<file path="src/rtl/out_ser_pkg.sv">
// Shared types and helpers for the output serializer: FSM states, parity
// and the derived-size functions used to size counters and indices.
package out_ser_pkg;

  typedef enum logic [1:0] {
    IDLE = 2'd0,
    SEND = 2'd1,
    DONE = 2'd2
  } state_t;

  localparam int MAX_BYTE_W = 64;

  function automatic int calc_total(input int word_w, input int num_words, input int byte_w);
    return num_words * (word_w / byte_w);
  endfunction

  // Never returns zero so single-entry configurations still get a 1-bit index.
  function automatic int calc_width(input int n);
    return (n <= 2) ? 1 : $clog2(n);
  endfunction

  function automatic logic calc_parity(input logic [MAX_BYTE_W-1:0] data, input logic odd);
    return (^data) ^ odd;
  endfunction

endpackage

</file>
<file path="src/rtl/output_serializer_edge_sync.sv">
// Multi-stage synchroniser for the asynchronous listener handshake, followed
// by a rising-edge detector that emits a single-cycle pulse.
module edge_sync #(
  parameter int SYNC_STAGES = 2
) (
  input  logic i_clock,
  input  logic i_reset,
  input  logic i_async,
  output logic o_rise
);

  logic [SYNC_STAGES-1:0] r_sync;
  logic                   r_prev;

  // Both the chain and the previous-value flop clear, so a level held high
  // through reset only registers once it has propagated through the chain.
  always_ff @(posedge i_clock) begin
    if (i_reset) begin
      r_sync <= '0;
      r_prev <= 1'b0;
    end else begin
      r_sync <= {r_sync[SYNC_STAGES-2:0], i_async};
      r_prev <= r_sync[SYNC_STAGES-1];
    end
  end

  assign o_rise = r_sync[SYNC_STAGES-1] & ~r_prev;

endmodule

</file>
<file path="src/rtl/output_serializer.sv">
// Snapshots a state-vector on start and presents it byte by byte, MSB-first
// within each word, advancing on every synchronised listener_flag rise.
module output_serializer
  import out_ser_pkg::*;
#(
  parameter int                WORD_W      = 16,
  parameter int                NUM_WORDS   = 48,
  parameter int                BYTE_W      = 8,
  parameter int                PARITY_ODD  = 0,
  parameter logic [BYTE_W-1:0] HEADER      = 8'h8B,
  parameter int                SYNC_STAGES = 2
) (
  input  logic              i_clock,
  input  logic              i_reset,
  input  logic [WORD_W-1:0] psi_f [NUM_WORDS],
  input  logic              start,
  input  logic              listener_flag,
  output logic [BYTE_W-1:0] out,
  output logic              parity,
  output logic              busy,
  output logic              done,
  output logic [calc_width(calc_total(WORD_W, NUM_WORDS, BYTE_W))-1:0] byte_idx
);

  localparam int   TOTAL  = calc_total(WORD_W, NUM_WORDS, BYTE_W);
  localparam int   IDX_W  = calc_width(TOTAL);
  localparam int   CNT_W  = calc_width(TOTAL + 1);
  localparam int   BUF_W  = NUM_WORDS * WORD_W;
  localparam int   BASE_W = calc_width(BUF_W);
  localparam logic ODD    = (PARITY_ODD != 0);

  if ((WORD_W % BYTE_W) != 0) begin : g_badWordWidth
    $error("output_serializer: WORD_W (%0d) must be a multiple of BYTE_W (%0d)", WORD_W, BYTE_W);
  end
  if (SYNC_STAGES < 2) begin : g_badSyncStages
    $error("output_serializer: SYNC_STAGES (%0d) must be at least 2", SYNC_STAGES);
  end
  if (BYTE_W > MAX_BYTE_W) begin : g_badByteWidth
    $error("output_serializer: BYTE_W (%0d) exceeds parity helper width", BYTE_W);
  end

  state_t              r_state;
  state_t              w_nextState;
  logic                w_snap;
  logic                w_advance;
  logic                w_rise;
  logic [CNT_W-1:0]    r_cnt;
  logic [BUF_W-1:0]    r_buf;
  logic [BASE_W-1:0]   w_base;
  logic [BYTE_W-1:0]   w_selByte;

  edge_sync #(
    .SYNC_STAGES(SYNC_STAGES)
  ) u_edgeSync (
    .i_clock (i_clock),
    .i_reset (i_reset),
    .i_async (listener_flag),
    .o_rise  (w_rise)
  );

  // Byte k lives at slot TOTAL-1-k of the buffer because word 0 is packed at the top.
  always_comb begin
    w_base    = BASE_W'((TOTAL - 1 - int'(r_cnt)) * BYTE_W);
    w_selByte = r_buf[w_base +: BYTE_W];
  end

  // A start in IDLE or DONE always wins over a coincident edge.
  always_comb begin
    w_nextState = r_state;
    w_snap      = 1'b0;
    w_advance   = 1'b0;
    case (r_state)
      IDLE: begin
        if (start) begin
          w_snap      = 1'b1;
          w_nextState = SEND;
        end
      end
      SEND: begin
        if (w_rise) begin
          w_advance = 1'b1;
          if (r_cnt == CNT_W'(TOTAL - 1)) begin
            w_nextState = DONE;
          end
        end
      end
      DONE: begin
        if (start) begin
          w_snap      = 1'b1;
          w_nextState = SEND;
        end
      end
      default: begin
        w_nextState = IDLE;
      end
    endcase
  end

  always_ff @(posedge i_clock) begin
    if (i_reset) begin
      r_state  <= IDLE;
      out      <= HEADER;
      parity   <= calc_parity(MAX_BYTE_W'(HEADER), ODD);
      byte_idx <= '0;
      r_cnt    <= '0;
    end else begin
      r_state <= w_nextState;
      if (w_snap) begin
        out      <= HEADER;
        parity   <= calc_parity(MAX_BYTE_W'(HEADER), ODD);
        byte_idx <= '0;
        r_cnt    <= '0;
      end else if (w_advance) begin
        out      <= w_selByte;
        parity   <= calc_parity(MAX_BYTE_W'(w_selByte), ODD);
        byte_idx <= r_cnt[IDX_W-1:0];
        r_cnt    <= r_cnt + CNT_W'(1);
      end
    end
  end

  // The buffer needs no reset: it is only read after a snapshot has filled it.
  always_ff @(posedge i_clock) begin
    if (w_snap) begin
      for (int i = 0; i < NUM_WORDS; i++) begin
        r_buf[(NUM_WORDS-1-i)*WORD_W +: WORD_W] <= psi_f[i];
      end
    end
  end

  assign busy = (r_state == SEND);
  assign done = (r_state == DONE);

endmodule

</file>
<file path="config.mk">
export PLATFORM = sky130hd
export DESIGN_NAME = output_serializer
export DESIGN_NICKNAME = d
export VERILOG_FILES = /design/src/rtl/out_ser_pkg.sv /design/src/rtl/output_serializer_edge_sync.sv /design/src/rtl/output_serializer.sv
export SDC_FILE = /design/constraint.sdc
export NUM_CORES = 1
export LEC_CHECK = 0
export BUFFER_PORTS_ARGS = -buffer_cell sky130_fd_sc_hd__buf_2
export CORE_AREA = 2 2 311 313
export CTS_CLUSTER_DIAMETER = 40
export CTS_CLUSTER_SIZE = 30
export DETAILED_ROUTE_END_ITERATION = 6
export DIE_AREA = 0 0 313 315
export RECOVER_POWER = 50
export SETUP_SLACK_MARGIN = 0.15
export SLEW_MARGIN = 20
export SYNTH_ARGS = -nofsm -noshare
export SYNTH_HDL_FRONTEND = slang
export SYNTH_HIERARCHICAL = 1
export SYNTH_SLANG_ARGS = --single-unit
</file>
<file path="constraint.sdc">
create_clock -name i_clock -period 83.9 [get_ports i_clock]
set_input_delay 8.39 -clock i_clock [delete_from_list [all_inputs] [get_ports i_clock]]
set_output_delay 8.39 -clock i_clock [all_outputs]
set_load 0.005 [all_outputs]
</file>
After elaboration in Yosys (flattened, before gate mapping)
Index checks and enable logic that the tools add are counted.
Operators by class
  muxes and demuxes: 8
  reductions and logical operators: 5
  shift-type cells: 1
  div/mod/pow operators: 0
  $mul: 0
  order comparisons: 0
  add/subtract/negate cells: 2
  eq/ne operators: 6
  bitwise operators: 2
Operator list (count)
  $shiftx A768 B11 Y8: 1
  $reduce_xor A64 Y1: 1
  $add A7 B1 Y7 const B: 1
  $eq A7 B7 Y1 const B: 1
  $sub A7 B7 Y7 const A: 1
  $mux W2: 3
  $ne A2 B1 Y1 const B: 3
  $mux W1: 4
  $pmux W2 S2: 1
  $reduce_or A2 Y1: 2
  $reduce_and A3 Y1: 1
  $eq A2 B1 Y1 const B: 1
  $eq A2 B2 Y1 const B: 1
  $logic_not A2 Y1: 1
  $and A1 B1 Y1: 1
  $not A1 Y1: 1
Storage, ports and cells
  RAM bits: 0
  ROM bits: 0
  latch bits: 0
  word-level logic and storage cells: 32
  memories kept: 0
  bits in registers: 796
  output and inout port bits: 18

Longest topological paths before layout
  word-level depth: 4
  depth in mapped cells: 13

Modules after synthesis
Netlist, hierarchy kept.
Modules (own cells, without submodules)
  output_serializer: seq. area each 23562.6 µm², instances 1, cells each 1372, area each 30369.1 µm²
  edge_sync: seq. area each 60.1 µm², instances 1, cells each 7, area each 87.6 µm²

Least setup slack after synthesis
No wires, ideal clock.
  kind: input -> register
  from: input start
  to: register out[0]
  setup slack: 39527 ps
  library setup time: 197 ps
  arrival time: 44176 ps
  stages: 4
  path through: inv_1 nor2_1 nor2_1 o211ai_1
On the way
  word-level cells in the longest chain between the ends: 3
Ends and longest elaborated chain
  start, declared: line output_serializer.sv:16  | input logic start,
  $mux W1: line output_serializer.sv:74, output_serializer.sv:88
  $mux W1
  via w_snap: line output_serializer.sv:44  | logic w_snap;
  $reduce_or A2 Y1 (no line)
  end signal, assigned: line output_serializer.sv:114  | out <= w_selByte;
  end, declared: line output_serializer.sv:18  | output logic [BYTE_W-1:0] out,
The timed path passes the listed nets, and every way through them passes these cells.
A chain may end at the register's enable or synchronous reset.

Worst setup path after layout
  from: input start
  to: register r_buf[317] (enable)
On the way
  word-level cells in the longest chain between the ends: 2
Ends and longest elaborated chain
  $mux W1: line output_serializer.sv:74, output_serializer.sv:88
  $mux W1
  via w_snap: line output_serializer.sv:44
  end signal, assigned by index: line output_serializer.sv:126  | r_buf[(NUM_WORDS-1-i)*WORD_W +: WORD_W] <= psi_f[i];
  end, declared: line output_serializer.sv:48  | logic [BUF_W-1:0] r_buf;
The timed path passes the listed nets, and every way through them passes these cells.

==> flow_metrics.py <==
metrics = {
    "yosys": {
        "ys.flop_type": "edfxtp_1",
        "synthXorXnorAreaFrac_pct": 0.374,
        "synth-edff-count": 768,
        "synth_area_leaders": "edfxtp_1 76%, mux4_2 14%, dfxtp_1 1.8%, mux2i_1 0.85%, a22oi_1 0.81%",
        "synth_top_family_by_area": "multiplexers",
        "synth_fa_ha_area_share_pct": 0.0822,
        "yosys_warnings": 6,
        "synth_compound_area_share_pct": 2.74,
        "syn_area_um2": 30500,
        "synth-seq-cells": 796,
        "synth_simple_gate_area_share_pct": 2.35,
        "ys_seq_area_share_pct": 77.6,
        "async_reset_ff_share_pct": 0,
        "synth_mux_area_share_pct": 15.2,
        "syn_avg_cell_area_um2": 22.1,
        "ys_types": 55,
        "synth_top_area_cell": "edfxtp_1",
        "yosys.area.top_type_share_pct": 75.7,
        "synth_nets": 2153,
        "synthCells": 1379,
    },
    "clock_network": {
        "cts.clk_slew.worst_paths_ps": 60,
        "ctsResizeCount": 0,
        "tritoncts": "yes",
        "insertion_delay_ps": 670,
        "cts_hold_buf": 0,
        "cts_made_buffers": 106,
        "htreeDepth": 3,
        "clockBufferDepth": 3,
        "post_cts_buffers": 0,
        "clock-sinks": 796,
        "cts-root-buf": "clkbuf_16",
    },
    "global_routing": {
        "grt_use_met2_pct": 32.6,
        "grt.total_usage_pct": 18.9,
        "grt_pass1_wl_mm": 131,
        "antenna_found_initial": 34,
        "gr-usage-met3_pct": 5.39,
        "grt-ovfl-total": 0,
        "grt_pass1_vias": 18672,
        "grt_max_degree": 89,
        "grtUsageMet1_pct": 22.8,
        "top_usage_layer": "met2",
    },
    "route": {
        "firstDrtPassIters": 7,
        "wire_per_inst_um": 26.4,
        "drc": 0,
        "drt_iter0_drc": 1368,
        "routed_wl_mm": 95.5,
        "routed_via_density": 4.83,
        "num_vias": 17484,
        "antenna_left": 0,
    },
    "worst_setup_path": {
        "crit_top_cell": "buf_4",
        "worst_ep_required_time_ps": 84170,
        "crit_family": "buffers and inverters",
        "cp_max_fo": 87,
        "worstReg2RegEnd": "r_buf[317]$_DFFE_PP_",
        "startpoint": "start",
        "timing.rr.start": "r_state[0]$_SDFFE_PP0P_",
        "start_kind": "input port",
        "cp_slowest_stage_delay_ps": 1130,
        "rrSetupSlack_ps": 77890,
        "cp.buffers_inverters": 8,
        "crit_slowest_cell": "clkbuf_1",
        "reg2regPathDepth": 7,
        "path_cells": "buf_2 > inv_1 > nor2_1 > clkbuf_1 > buf_4 > buf_4 > buf_4 > buf_16 > buf_4",
        "cp_data_arrival_time_ps": 13830,
        "crit_type": "input port to flop",
        "end_kind": "flop",
    },
    "power_and_ir_drop": {
        "ir_worst_vdd_v": 0.0000185,
        "power.total_mw": 0.981,
        "p_leak_nw": 14.0,
        "power_density_nw_per_um2": 24.8,
    },
    "timing": {
        "worstMarginPinSlew_ps": 1450,
        "max_clock_freq_mhz": 73.8,
        "fin_skew_ps": 15.3,
        "hold_viol": 0,
        "rsz0062_at_grt": "false",
        "setup_viol": 0,
        "post-route-period-util_pct": 16.2,
        "maxSlewViolCount": 0,
        "fin_setup_tns_ps": 0,
        "relSlewSlack_pct": 3.26,
        "min_period_ps": 13550,
    },
    "finish": {
        "drive_gt1_share_pct": 48.8,
        "final_cell_mix": "768 x edfxtp_1, 717 x buf_2, 188 x mux4_2",
        "nFillCells": 8588,
        "fin_nets": 3010,
        "syn_to_final_growth_pct": 29.6,
        "layout.cells.most_common": "edfxtp_1",
    },
    "die": {
        "rows": 114,
        "io_pins": 790,
        "die_y_um": 315,
        "start_util_pct": 31.8,
        "die_x_um": 313,
        "die_area_um2": 98600,
        "core_area_um2": 95700,
    },
    "hold_path": {
        "hp-class": "flop to flop",
        "min_path_cells": 1,
        "whs_endpoint": "u_edgeSync/r_sync[1]$_SDFF_PP0_",
        "hp-start": "u_edgeSync/r_sync[0]$_SDFF_PP0_",
    },
    "placement": {
        "hpwl_mm": 71.1,
        "globalplace.congestion": 0.845,
        "io_buffers": 789,
    },
    "run": {
        "drv_cap": 0,
    },
    "status": {
        "outcome": "finished, final reports clean",
    },
}
-- worst max path at each step --
stage,slack [ps],cells after the start,to
after floorplan,39530,4,out[0]$_SDFFE_PP1P_
after global placement,70790,7,r_buf[24]$_DFFE_PP_
after detailed placement,70460,7,r_buf[24]$_DFFE_PP_
after CTS,71270,7,r_buf[324]$_DFFE_PP_
after global routing,69810,9,r_buf[742]$_DFFE_PP_
final,70350,9,r_buf[317]$_DFFE_PP_
-- per-layer routing --
| metal | vias up | part of all wire (%) | wire length (um) |
|---|---|---|---|
| li1 | 7612 | - | - |
| met1 | 8905 | 38 | 36400 |
| met2 | 791 | 52 | 49500 |
| met3 | 156 | 7.6 | 7240 |
| met4 | 20 | 2.4 | 2290 |
| met5 | - | 0.13 | 126 |
-- registers in the layout (all words and copies together) (netlist names) --
| register | count |
|---|---|
| r_cnt | 7 |
| u_edgeSync/r_prev | 1 |
| parity | 1 |
| u_edgeSync/r_sync | 2 |
| r_buf | 768 |
| r_state | 2 |
| byte_idx | 7 |
| out | 8 |
-- power by group --
part | total (mW) | internal (mW) | switching, mW
Combinational | 0.0472 | 0.0223 | 0.0249
Clock | 0.461 | 0.278 | 0.184
Sequential | 0.472 | 0.465 | 0.00666
Total | 0.981 | 0.765 | 0.215
-- cell families (layout without fill, tap and decap cells) --
logic type / Yosys count / in the layout
xor gates and xnor gates: 13 / 13
AOI/OAI and AO/OA: 116 / 116
other: 0 / 16
DFF: 796 / 796
muxes: 223 / 223
and+or+nand+nor: 152 / 152
buffers and inverters: 77 / 1024
adders and majority gates: 2 / 2
-- stage by stage --
step	utilization (%)	hold slack (ps)	setup WS, ps	instance area, um2	std cells
detailed placement	37.4	431	70460	35800	3401
CTS	41.3	445	71270	39500	3599
global route	41.3	459	69810	39500	3617
global placement	37.4	445	70790	35800	3401
floorplan	-	414	39530	30500	1379
finish	41.3	444	70350	39500	3618
-- worst register-to-register path, delay by kind of cell (launching register included) --
| kind | cells | cell delay, ps |
|---|---|---|
| DFF | 1 | 320 |
| and+or+nand+nor | 1 | 800 |
| buffers and inverters | 6 | 4440 |
-- cell usage after synthesis (11+ instances only) --
| cell | instances |
|---|---|
| nand2_1 | 43 |
| buf_2 | 26 |
| nor3_1 | 11 |
| edfxtp_1 | 768 |
| nor2b_1 | 11 |
| clkbuf_1 | 16 |
| dfxtp_1 | 28 |
| nor2_1 | 38 |
| a21oi_1 | 21 |
| mux2i_1 | 26 |
| mux4_2 | 188 |
| buf_4 | 13 |
| nand3_1 | 19 |
| a22oi_1 | 33 |
| buf_6 | 14 |
-- area by class of cell --
class	instances	area [um2]	area share, %
Timing Repair Buffer	822	4170	10.6
Antenna cell	16	40.0	0.101
Sequential cell	796	23600	59.9
Tap cell	1276	1600	4.04
Clock inverter	77	900	2.28
Multi-Input combinational cell	506	6340	16.0
Clock buffer	121	2790	7.08
Inverter	4	15.0	0.0380
No activity file was read; power rests on OpenSTA's default activity.
